===== config.mk =====
export PLATFORM = sky130hd
export DESIGN_NAME = switch_scheduler
export DESIGN_NICKNAME = d
export VERILOG_FILES = /design/src/rtl/switch_pkg.sv /design/src/rtl/parser.sv /design/src/rtl/switch_scheduler.sv
export SDC_FILE = /design/constraint.sdc
export NUM_CORES = 1
export LEC_CHECK = 0
export ABC_AREA = 0
export CAP_MARGIN = 20
export CORE_ASPECT_RATIO = 0.8
export CORE_UTILIZATION = 34
export DETAILED_ROUTE_END_ITERATION = 7
export PLACE_DENSITY = 0.69
export SYNTH_ARGS = -nofsm -noshare
export SYNTH_HDL_FRONTEND = slang
export SYNTH_SLANG_ARGS = --single-unit

===== constraint.sdc =====
create_clock -name clk -period 7.45 [get_ports clk]
set_input_delay 1.49 -clock clk [delete_from_list [all_inputs] [get_ports clk]]
set_output_delay 1.49 -clock clk [all_outputs]
set_load 0.005 [all_outputs]

===== src/rtl/switch_pkg.sv =====
`default_nettype none
// ============================================================================
// Module      : switch_pkg
// Description : Shared types and helpers for the 4-port switch scheduler
//               and its per-input header parser.
// Revision    : 1.0 - initial release
// ============================================================================
package switch_pkg;

    localparam int NUM_PORTS = 4;

    typedef logic [3:0] port_mask_t;

    // Packet classes produced by the header parser
    typedef enum logic [1:0] {
        SDP = 2'd0,     // single destination
        MDP = 2'd1,     // multiple (not all) destinations
        BDP = 2'd2,     // broadcast to every port
        ERR = 2'd3      // malformed header
    } p_type;

    // Population count of a port mask (0..4)
    function automatic logic [2:0] count_ones(input port_mask_t m);
        logic [2:0] n;
        n = '0;
        for (int b = 0; b < 4; b++) begin
            n = n + {2'b00, m[b]};
        end
        return n;
    endfunction

endpackage
`default_nettype wire


===== src/rtl/parser.sv =====
`default_nettype none
// ============================================================================
// Module      : parser
// Description : Combinational header classifier for one switch input.
//               A header is malformed when the source is not one-hot, the
//               target is empty, or a non-broadcast target includes the
//               source port. A full target mask is a broadcast.
// Revision    : 1.0 - initial release
// ============================================================================
module parser
    import switch_pkg::*;
(
    input  port_mask_t pkt_source,
    input  port_mask_t pkt_target,
    output p_type      pkt_type,
    output logic       pkt_valid
);

    // Classify the header; broadcast tolerates the source bit because the
    // scheduler strips it from the effective mask.
    always_comb begin
        pkt_type = ERR;
        if ((count_ones(pkt_source) != 3'd1) || (pkt_target == '0)) begin
            pkt_type = ERR;
        end else if (pkt_target == 4'b1111) begin
            pkt_type = BDP;
        end else if ((pkt_target & pkt_source) != '0) begin
            pkt_type = ERR;
        end else if (count_ones(pkt_target) == 3'd1) begin
            pkt_type = SDP;
        end else begin
            pkt_type = MDP;
        end
    end

    assign pkt_valid = (pkt_type != ERR);

endmodule
`default_nettype wire


===== src/rtl/switch_scheduler.sv =====
`default_nettype none
// ============================================================================
// Module      : switch_scheduler
// Description : Output-port scheduler for the 4-port switch. Drops malformed
//               headers, grants atomic ownership of all outputs in a valid
//               packet's mask using round-robin with a head-of-line
//               reservation, and holds ownership until end-of-packet.
// Revision    : 1.0 - initial release
// ============================================================================
module switch_scheduler
    import switch_pkg::port_mask_t, switch_pkg::p_type, switch_pkg::BDP,
           switch_pkg::count_ones;
#(
    parameter int NUM_PORTS = 4,
    parameter int CNT_W     = 8
) (
    input  logic                         clk,
    input  logic                         rst_n,
    input  logic       [NUM_PORTS-1:0]   req_valid,
    input  port_mask_t [NUM_PORTS-1:0]   req_source,
    input  port_mask_t [NUM_PORTS-1:0]   req_target,
    output logic       [NUM_PORTS-1:0]   req_ready,
    output logic       [NUM_PORTS-1:0]   req_drop,
    input  logic       [NUM_PORTS-1:0]   eop,
    output port_mask_t [NUM_PORTS-1:0]   out_sel,
    output port_mask_t [NUM_PORTS-1:0]   in_owned,
    output logic       [CNT_W-1:0]       drop_cnt
);

    // The classification and the 2-bit scan pointer only make sense for 4 ports
    if (NUM_PORTS != 4) begin : g_bad_num_ports
        $error("switch_scheduler: NUM_PORTS must be 4");
    end

    localparam logic [0:0] S_IDLE   = 1'b0;
    localparam logic [0:0] S_ACTIVE = 1'b1;

    localparam logic [CNT_W+2:0] c_cnt_max = {3'b000, {CNT_W{1'b1}}};

    // ------------------------------------------------------------------------
    // State
    // ------------------------------------------------------------------------
    logic [0:0]                 state_q [NUM_PORTS];
    logic [0:0]                 state_d [NUM_PORTS];
    port_mask_t [NUM_PORTS-1:0] in_owned_q, in_owned_d;
    port_mask_t [NUM_PORTS-1:0] out_sel_q, out_sel_d;
    logic [1:0]                 rr_ptr_q, rr_ptr_d;
    logic [CNT_W-1:0]           drop_cnt_q, drop_cnt_d;

    // ------------------------------------------------------------------------
    // Classification
    // ------------------------------------------------------------------------
    p_type                      pkt_type [NUM_PORTS];
    logic [NUM_PORTS-1:0]       pkt_valid;
    port_mask_t [NUM_PORTS-1:0] eff_mask;
    logic [NUM_PORTS-1:0]       is_idle;
    logic [NUM_PORTS-1:0]       cand;
    logic [NUM_PORTS-1:0]       drop_vec;

    for (genvar i = 0; i < NUM_PORTS; i++) begin : g_parser
        parser u_parser (
            .pkt_source (req_source[i]),
            .pkt_target (req_target[i]),
            .pkt_type   (pkt_type[i]),
            .pkt_valid  (pkt_valid[i])
        );

        // Broadcast never echoes back to its own source port
        assign eff_mask[i] = (pkt_type[i] == BDP) ? (req_target[i] & ~req_source[i])
                                                  : req_target[i];
        assign is_idle[i]  = (state_q[i] == S_IDLE);
        assign cand[i]     = is_idle[i] & req_valid[i] & pkt_valid[i];
        assign drop_vec[i] = is_idle[i] & req_valid[i] & ~pkt_valid[i];
    end

    // ------------------------------------------------------------------------
    // Arbitration
    // ------------------------------------------------------------------------
    port_mask_t busy;
    logic       win_found;
    logic [1:0] win_idx;

    // Outputs freed by eop this cycle are still busy here; they become
    // arbitrable only once in_owned_q has dropped them.
    always_comb begin
        busy = '0;
        for (int i = 0; i < NUM_PORTS; i++) begin
            busy = busy | in_owned_q[i];
        end
    end

    // Round-robin scan from rr_ptr; a blocked head reserves its mask so later
    // candidates cannot keep stealing the outputs it is waiting for.
    always_comb begin
        logic       head_seen;
        port_mask_t reserved;
        logic [1:0] idx;
        win_found = 1'b0;
        win_idx   = 2'd0;
        head_seen = 1'b0;
        reserved  = '0;
        idx       = 2'd0;
        for (int k = 0; k < NUM_PORTS; k++) begin
            idx = rr_ptr_q + 2'(k);
            if (cand[idx] && !win_found) begin
                if (!head_seen) begin
                    head_seen = 1'b1;
                    if ((eff_mask[idx] & busy) == '0) begin
                        win_found = 1'b1;
                        win_idx   = idx;
                    end else begin
                        reserved = eff_mask[idx];
                    end
                end else if ((eff_mask[idx] & (busy | reserved)) == '0) begin
                    win_found = 1'b1;
                    win_idx   = idx;
                end
            end
        end
    end

    // Header handshake: drops are independent of arbitration; nothing is
    // acknowledged while reset is asserted.
    always_comb begin
        req_ready = '0;
        req_drop  = '0;
        if (rst_n) begin
            req_drop = drop_vec;
            for (int i = 0; i < NUM_PORTS; i++) begin
                req_ready[i] = drop_vec[i] | (win_found && (win_idx == 2'(i)));
            end
        end
    end

    // ------------------------------------------------------------------------
    // Next-state
    // ------------------------------------------------------------------------
    // Per-input FSM and ownership: grant takes the whole mask, eop frees it
    always_comb begin
        for (int i = 0; i < NUM_PORTS; i++) begin
            state_d[i]    = state_q[i];
            in_owned_d[i] = in_owned_q[i];
            if (state_q[i] == S_ACTIVE) begin
                if (eop[i]) begin
                    state_d[i]    = S_IDLE;
                    in_owned_d[i] = '0;
                end
            end else if (win_found && (win_idx == 2'(i))) begin
                state_d[i]    = S_ACTIVE;
                in_owned_d[i] = eff_mask[i];
            end
        end
    end

    // Output view is the transpose of the ownership matrix
    always_comb begin
        out_sel_d = '0;
        for (int o = 0; o < NUM_PORTS; o++) begin
            for (int i = 0; i < NUM_PORTS; i++) begin
                out_sel_d[o][i] = in_owned_d[i][o];
            end
        end
    end

    // Pointer moves just past the winner; holds when nobody wins
    always_comb begin
        rr_ptr_d = win_found ? (win_idx + 2'd1) : rr_ptr_q;
    end

    // Saturating drop counter; sum is wide enough for four drops at once
    always_comb begin
        logic [CNT_W+2:0] drop_sum;
        drop_sum   = {3'b000, drop_cnt_q} + {{CNT_W{1'b0}}, count_ones(drop_vec)};
        drop_cnt_d = (drop_sum > c_cnt_max) ? {CNT_W{1'b1}} : drop_sum[CNT_W-1:0];
    end

    // State registers with asynchronous clear of all ownership
    always_ff @(posedge clk or negedge rst_n) begin
        if (!rst_n) begin
            for (int i = 0; i < NUM_PORTS; i++) begin
                state_q[i] <= S_IDLE;
            end
            in_owned_q <= '0;
            out_sel_q  <= '0;
            rr_ptr_q   <= 2'd0;
            drop_cnt_q <= '0;
        end else begin
            for (int i = 0; i < NUM_PORTS; i++) begin
                state_q[i] <= state_d[i];
            end
            in_owned_q <= in_owned_d;
            out_sel_q  <= out_sel_d;
            rr_ptr_q   <= rr_ptr_d;
            drop_cnt_q <= drop_cnt_d;
        end
    end

    assign out_sel  = out_sel_q;
    assign in_owned = in_owned_q;
    assign drop_cnt = drop_cnt_q;

    // ------------------------------------------------------------------------
    // Invariants
    // ------------------------------------------------------------------------
    for (genvar o = 0; o < NUM_PORTS; o++) begin : g_chk_sel
        a_sel_onehot0: assert property (@(posedge clk) disable iff (!rst_n)
            $onehot0(out_sel_q[o]));
    end

    for (genvar i = 0; i < NUM_PORTS; i++) begin : g_chk_own
        a_owned_iff_active: assert property (@(posedge clk) disable iff (!rst_n)
            ((in_owned_q[i] != '0) == (state_q[i] == S_ACTIVE)));
        for (genvar j = i + 1; j < NUM_PORTS; j++) begin : g_pair
            a_disjoint: assert property (@(posedge clk) disable iff (!rst_n)
                ((in_owned_q[i] & in_owned_q[j]) == '0));
        end
    end

endmodule
`default_nettype wire


==> out/summary.txt <==
routed length per instance = 18.5 µm
combined area of all synthesized cells = 0.00359 mm²
global route overflow = 0
number of enable flip-flop cells after synthesis = 0
start-to-end type of the worst setup path = in2out
Final Wtd Congestion = 0.902
TritonCTS clock tree = built
crit share post-route = 0.988
height of the die = 94.0 µm
number of vias per cell after detailed routing = 5.67
Hold Crit Depth = 1
Num CTS Buffers = 5
die extent in x = 117 µm
reg-to-reg critical path startpoint = out_sel[1]$_DFFE_PN0P_
number of standard cells after synthesis = 423
average cell area after synthesis = 8.50 µm²
Pins Over Slew Limit = 0
final hold viol count = 0
clock sink count = 30
overall power of the completed layout = 2.11 mW
relative slew slack = 0.238
Hold Path Sink = drop_cnt[2]$_DFF_PN0_
Worst IR Drop VDD = 178 µV
share of layout cells above drive strength 1 = 0.383
area of the multi-input gates = 0.00301 mm²
Worst Tran Pin Value = 1130 ps
row count = 33
hold bufs inserted after CTS = 0
top flip-flop cell by instance count after synthesis = dfrtp_1
critical path data required time = 5960 ps
Power Dens Cells = 343 mW/mm²
routed wire length = 14200 µm
core box area = 0.0103 mm²
final setup violation count = 0
Max Clock Freq = 136 MHz
number of H-tree branching levels = 2
number of antenna repair diodes = 0
internal reg-to-reg setup slack = 2740 ps
number of fillers in the final layout = 860
fin cells = 769
Hold Crit Class = reg2reg
status = finished, final reports clean
clk_lat worst skew = 270 ps
violation count after the first detailed-route iteration = 441
area enclosed by the die boundary = 0.0110 mm²
Post-Route Utilization = 0.599
Clock Skew = 4.79 ps
Hold Path Origin = drop_cnt[2]$_DFF_PN0_
post-detailed-route count of antenna-violating nets = 0
layout overhead on the synthesized area = 71.2%
via count = 4361
Boundary Pins = 90
starting density of the core = 0.350
endpoint of the worst-slack reg-to-reg timing path = out_sel[4]$_DFFE_PN0P_
max-capacitance violation count = 0
Net count, final = 694
Worst R2R Path Depth = 17
clock root buffer = clkbuf_16
share of synthesized area occupied by flip-flops and latches = 0.209
Synth Warn # = 0
Leakage = 2.77 nW
Overall Global Routing Usage = 0.258
worst path arrival time = 5870 ps
async set-reset flop share out of synthesis = 1.00
number of global-route vias before repair = 4180
largest buffer count on any clock path = 2
number of antenna violations at the first check in global routing = 0
cell count after placement = 732
final HPWL from detailed placement = 10500 µm
input/output buffers = 89
count of state elements after synthesis = 30
number of library cell types mapped by synthesis = 76
element type at the critical path end = output port
1st-pass router iterations = 8
Critical Path Start Type = input pin
FF/Latch Area = 751 µm²
DRC violation count after routing = 0
Post-Syn Nets = 489
global-route wire length before repair = 21700 µm
Crit Path Max Fanout = 4
clock slew seen by the registers of the worst setup and hold paths = 50 ps
pin count of the biggest net entering global routing = 40
Min Hold Slack = 568 ps
shortest clock period the worst path allows after layout = 7360 ps
-- report_power, final --
part	leakage [nW]	switching [mW]	internal [mW]
Clock	0.0739	0.0709	0.132
Combinational	2.31	0.788	0.813
Sequential	0.380	0.0765	0.230
-- synth_stat cells, types with 5 or more instances --
library cell | count | area share
and3_1 | 5 | 0.0087
nand3_1 | 13 | 0.018
and2_1 | 9 | 0.016
nor3_1 | 14 | 0.019
inv_1 | 32 | 0.033
mux2i_1 | 31 | 0.086
a22oi_1 | 8 | 0.017
buf_4 | 16 | 0.033
a21o_1 | 6 | 0.013
fa_1 | 7 | 0.039
nor2_1 | 26 | 0.027
o21ai_1 | 6 | 0.0084
o22ai_1 | 5 | 0.0087
o31ai_1 | 6 | 0.013
ha_1 | 17 | 0.059
clkbuf_1 | 6 | 0.0063
nor4_1 | 9 | 0.016
nand4_1 | 6 | 0.010
a31oi_1 | 9 | 0.016
a21oi_1 | 11 | 0.015
nand2_1 | 38 | 0.040
mux2_2 | 9 | 0.028
o21a_1 | 5 | 0.010
dfrtp_1 | 30 | 0.21
o21ai_0 | 13 | 0.018
-- state kept, by name (all words and copies together), names as in the netlist --
signal,cells
drop_cnt,8
out_sel,12
in_owned,4
rr_ptr_q,2
state_q,4
-- placed cells by master (no fill, tap or decap), types with 6 or more instances in the layout --
master / netlist / final
mux2_2: 9 / 6
mux2i_1: 31 / 30
nor2_1: 26 / 22
buf_6: 1 / 10
nor3_1: 14 / 12
nand4_1: 6 / 6
dfrtp_1: 30 / 30
nand2_1: 38 / 38
a22oi_1: 8 / 8
a21oi_1: 11 / 10
ha_1: 17 / 9
o21ai_1: 6 / 6
nand3_1: 13 / 13
dlymetal6s2s_1: 0 / 7
inv_1: 32 / 32
a21o_1: 6 / 6
buf_4: 16 / 126
clkdlybuf4s50_1: 0 / 69
and2_1: 9 / 9
ha_4: 0 / 8
o21ai_0: 13 / 8
a31oi_1: 9 / 9
-- per-stage QoR --
| step | instance area (µm²) | setup slack (ps) | TNS (ps) |
|---|---|---|---|
| floorplan | 3590 | 264 | 0 |
| global placement | 5290 | -710 | -2630 |
| detailed placement | 5290 | -804 | -2850 |
| CTS | 5910 | -6.68 | -6.68 |
| global route | 6150 | -58.1 | -74.9 |
| finish | 6150 | 86.8 | 0 |
-- what timing repair did --
| action | 4_1_cts | 5_1_grt |
|---|---|---|
| pin swaps | 36 | 41 |
| gates resized for setup | 90 | 47 |
| setup buffers | 21 | 10 |
| setup endpoints to repair | 4 | 4 |
| cloned | 0 | 0 |
-- logic make-up (layout without fill, tap and decap cells) --
family / after synthesis / count (layout) / synth area share
flip-flops: 30 / 30 / 0.209
AND/OR/NAND/NOR: 153 / 153 / 0.241
AO/OA/AOI/OAI: 104 / 104 / 0.208
adder cells (fa/ha/maj): 24 / 24 / 0.0982
multiplexers: 48 / 48 / 0.154
buffers and inverters: 61 / 267 / 0.0829
XOR/XNOR: 3 / 3 / 0.00731
-- routing by layer --
metal,up-vias,track usage,wire (µm)
met1,2123,0.352,6200
met2,211,0.420,6580
met4,0,0.0654,337
li1,1989,-,-
met5,-,0,0
met3,38,0.0452,1100
-- worst max-delay path, stage by stage --
cell and delay (ps):
buf_8 100, ha_4 230, fa_2 350, ha_4 280, or3b_4 110, buf_4 110
o21ai_0 80, buf_4 150, mux4_2 510, nor2_2 140, nor3_1 80, buf_4 160
nor4_4 350, nor4b_4 90, or4b_4 560, nor4_4 300, nor2_2 80, buf_4 140
buf_4 130, nor3_4 160, o21a_1 130, buf_2 120
-- worst max-delay path by stage --
| stage | slack [ps] | to | depth (start not counted) | from |
|---|---|---|---|---|
| after floorplan | 260 | req_ready[0] | 16 | req_source[0] |
| after global placement | -710 | req_ready[0] | 17 | req_source[0] |
| after detailed placement | -800 | req_ready[0] | 19 | req_source[12] |
| after CTS | -7 | req_ready[0] | 17 | req_source[1] |
| after global routing | -60 | req_ready[0] | 20 | req_source[13] |
| final | 90 | req_ready[2] | 22 | req_source[1] |
-- cell type report --
type	count	area share
Clock buffer	7	0.0232
Timing Repair Buffer	225	0.316
Sequential cell	30	0.122
Clock inverter	1	0.000813
Inverter	34	0.0207
Multi-Input combinational cell	332	0.489
Tap cell	140	0.0285
Power figures use the tool's default switching activity.
==> RTL change, RTL diff (same settings) <==
The parameter `CNT_W` goes from 8 to 6.
--- a/src/rtl/switch_scheduler.sv
+++ b/src/rtl/switch_scheduler.sv
@@ -12,7 +12,7 @@
            switch_pkg::count_ones;
 #(
     parameter int NUM_PORTS = 4,
-    parameter int CNT_W     = 8
+    parameter int CNT_W     = 6
 ) (
     input  logic                         clk,
     input  logic                         rst_n,
Ports: changed (resized drop_cnt); port bits go from 90 to 88. The function was not compared with the original's and may differ.
==> RTL change against the unedited design <==
- hold slack got worse by 0.037 ns
- area after synthesis rose by 6.9%
- sequential power up 8.8%
- register-to-register slack gained 0.57 ns
- setup slack improved by 0.14 ns
- core utilization is 5.2 points lower
- sequential cell count fell by 2
- synthesized cell count is 11% higher
- final area down 2.9%
- wire length is 3.0% higher
- power decreased by 3.6%
- critical path type unchanged
==> RTL change: results (changes against the unedited design) <==
[outcome]
outcome=completed

[detailed_routing]
drtIter0Drc=312  ; -29%
wirelength_um=14700  ; +3.0%
vias=4446  ; +1.9%
firstDrtPassIters=5  ; -3

[critical_path]
cpMaxStageDelayCell=clkdlybuf4s50_1
max_stage_delay_ns=0.48  ; -0.08 ns
critPathArrivalTime_ns=5.73  ; -0.14 ns

[final_layout]
drive_gt1_share_pct=32.4  ; -5.9 points
fin_nets=721  ; +3.9%

[global_routing]
use_met3_pct=3.93  ; -0.58 points
grt_pass1_vias=4286  ; +2.5%
grt_pass1_wl_um=23000  ; +6.2%
grt_max_degree=32  ; -20%
grt_usage_pct=25.0  ; -0.79 points
grt.met1_usage_pct=36.9  ; +1.8 points
grt_use_met2_pct=39.3  ; -2.7 points

[pwr]
internal-power_uw=1110  ; -5.1%
leakage_uw=0.00265  ; -4.4%

[synth]
synthDistinctLibCells=92  ; +21%
synthTopCellsByArea=dfrtp_1 18%, mux2i_1 6.3%, ha_1 5.5%
synthCells=468  ; +11%
synth_nets=534  ; +9.2%

[clock_tree]
numCtsBuffers=3  ; -2
clk_pin_slew_worst_paths_ns=0.07  ; +0.02 ns
cts.htree.levels=1  ; -1

[placed_design]
post-place-cells=776  ; +6.0%
io_buffers=87  ; -2.2%
placed_area_um2=5470  ; +3.3%

[sta]
slew_headroom_pct=43.0  ; +19 points
clock_skew_ns=0.00228  ; -0.00251 ns

[RTL change: cell types whose count changed after synthesis, sizes merged, moves of 5 or more]
| cell | change |
|---|---|
| a31oi | -8 |
| mux2 | -7 |
| and2 | -9 |
| mux2i | -7 |
| o2bb2ai | +5 |
| o21ai | +18 |
| buf | +10 |
| nor2 | +6 |
[RTL change: cells by family (layout without fill, tap and decap cells)]
kind of cell / Yosys count / in the layout / share of synthesized area [%]
simple gates: 167 / 167 / 24.2
mux: 30 / 30 / 8.01
xor+xnor: 3 / 3 / 0.684
buf+inv: 67 / 253 / 10.3
compound gates: 149 / 149 / 29.4
fa+ha+maj: 24 / 24 / 9.18
flops: 28 / 28 / 18.2
[RTL change: cell type report]
cell class                 count  area [um2]
sequential                    28         701
multi-input combinational    373        3020
tap                          144         180
timing repair buffer         219        1870
fill                        1010        4960
clock buffer                   4        88.8
inverter                      30         113
[RTL change: path summary, 6_finish.rpt]
check                      slack (ns)                  endpoint                   start  cells past startpoint
setup / recovery                 0.23              req_ready[2]          req_source[14]                     20
hold / removal                   0.53      state_q[2]$_DFF_PN0_    state_q[2]$_DFF_PN0_                      1
setup reg to reg                 3.31  in_owned[13]$_DFFE_PN0P_  out_sel[1]$_DFFE_PN0P_                     14
hold reg to reg                  0.53      state_q[2]$_DFF_PN0_    state_q[2]$_DFF_PN0_                      1
max in group asynchronous        5.52    out_sel[9]$_DFFE_PN0P_                   rst_n                      2
min in group asynchronous        1.65    out_sel[8]$_DFFE_PN0P_                   rst_n                      2
[RTL change: stage by stage]
stage / hold slack [ns] / total power, uW
6_report: 0.531 / 2030
5_1_grt: 0.553 / 2170
4_1_cts: 0.525 / 1970
3_5_place_dp: 0.500 / 1750
3_3_place_gp: 0.492 / 1740
2_1_floorplan: 0.463 / 1160
[RTL change: power groups by stage]
| stage | Sequential [uW] | Clock (uW) | Combinational, uW |
|---|---|---|---|
| floorplan | 293 | 0 | 866 |
| global placement | 329 | 0 | 1410 |
| detailed placement | 332 | 0 | 1420 |
| CTS | 330 | 137 | 1510 |
| global route | 342 | 144 | 1680 |
| finish | 333 | 136 | 1570 |
[RTL change: routing by layer]
layer | vias to the layer above | part of all wire (%) | wire length, um
met4 | 0 | 0.63 | 93
met5 | - | 0 | 0
li1 | 2127 | - | -
met3 | 11 | 6.9 | 1010
met1 | 2130 | 47 | 6940
met2 | 178 | 45 | 6610
[RTL change: what timing repair did]
| action | CTS | global route |
|---|---|---|
| endpoints found under the setup margin | 4 | 4 |
| cloned | 0 | 0 |
| pin swaps | 20 | 24 |
| resized for setup | 39 | 33 |
| buffers inserted | 14 | 4 |
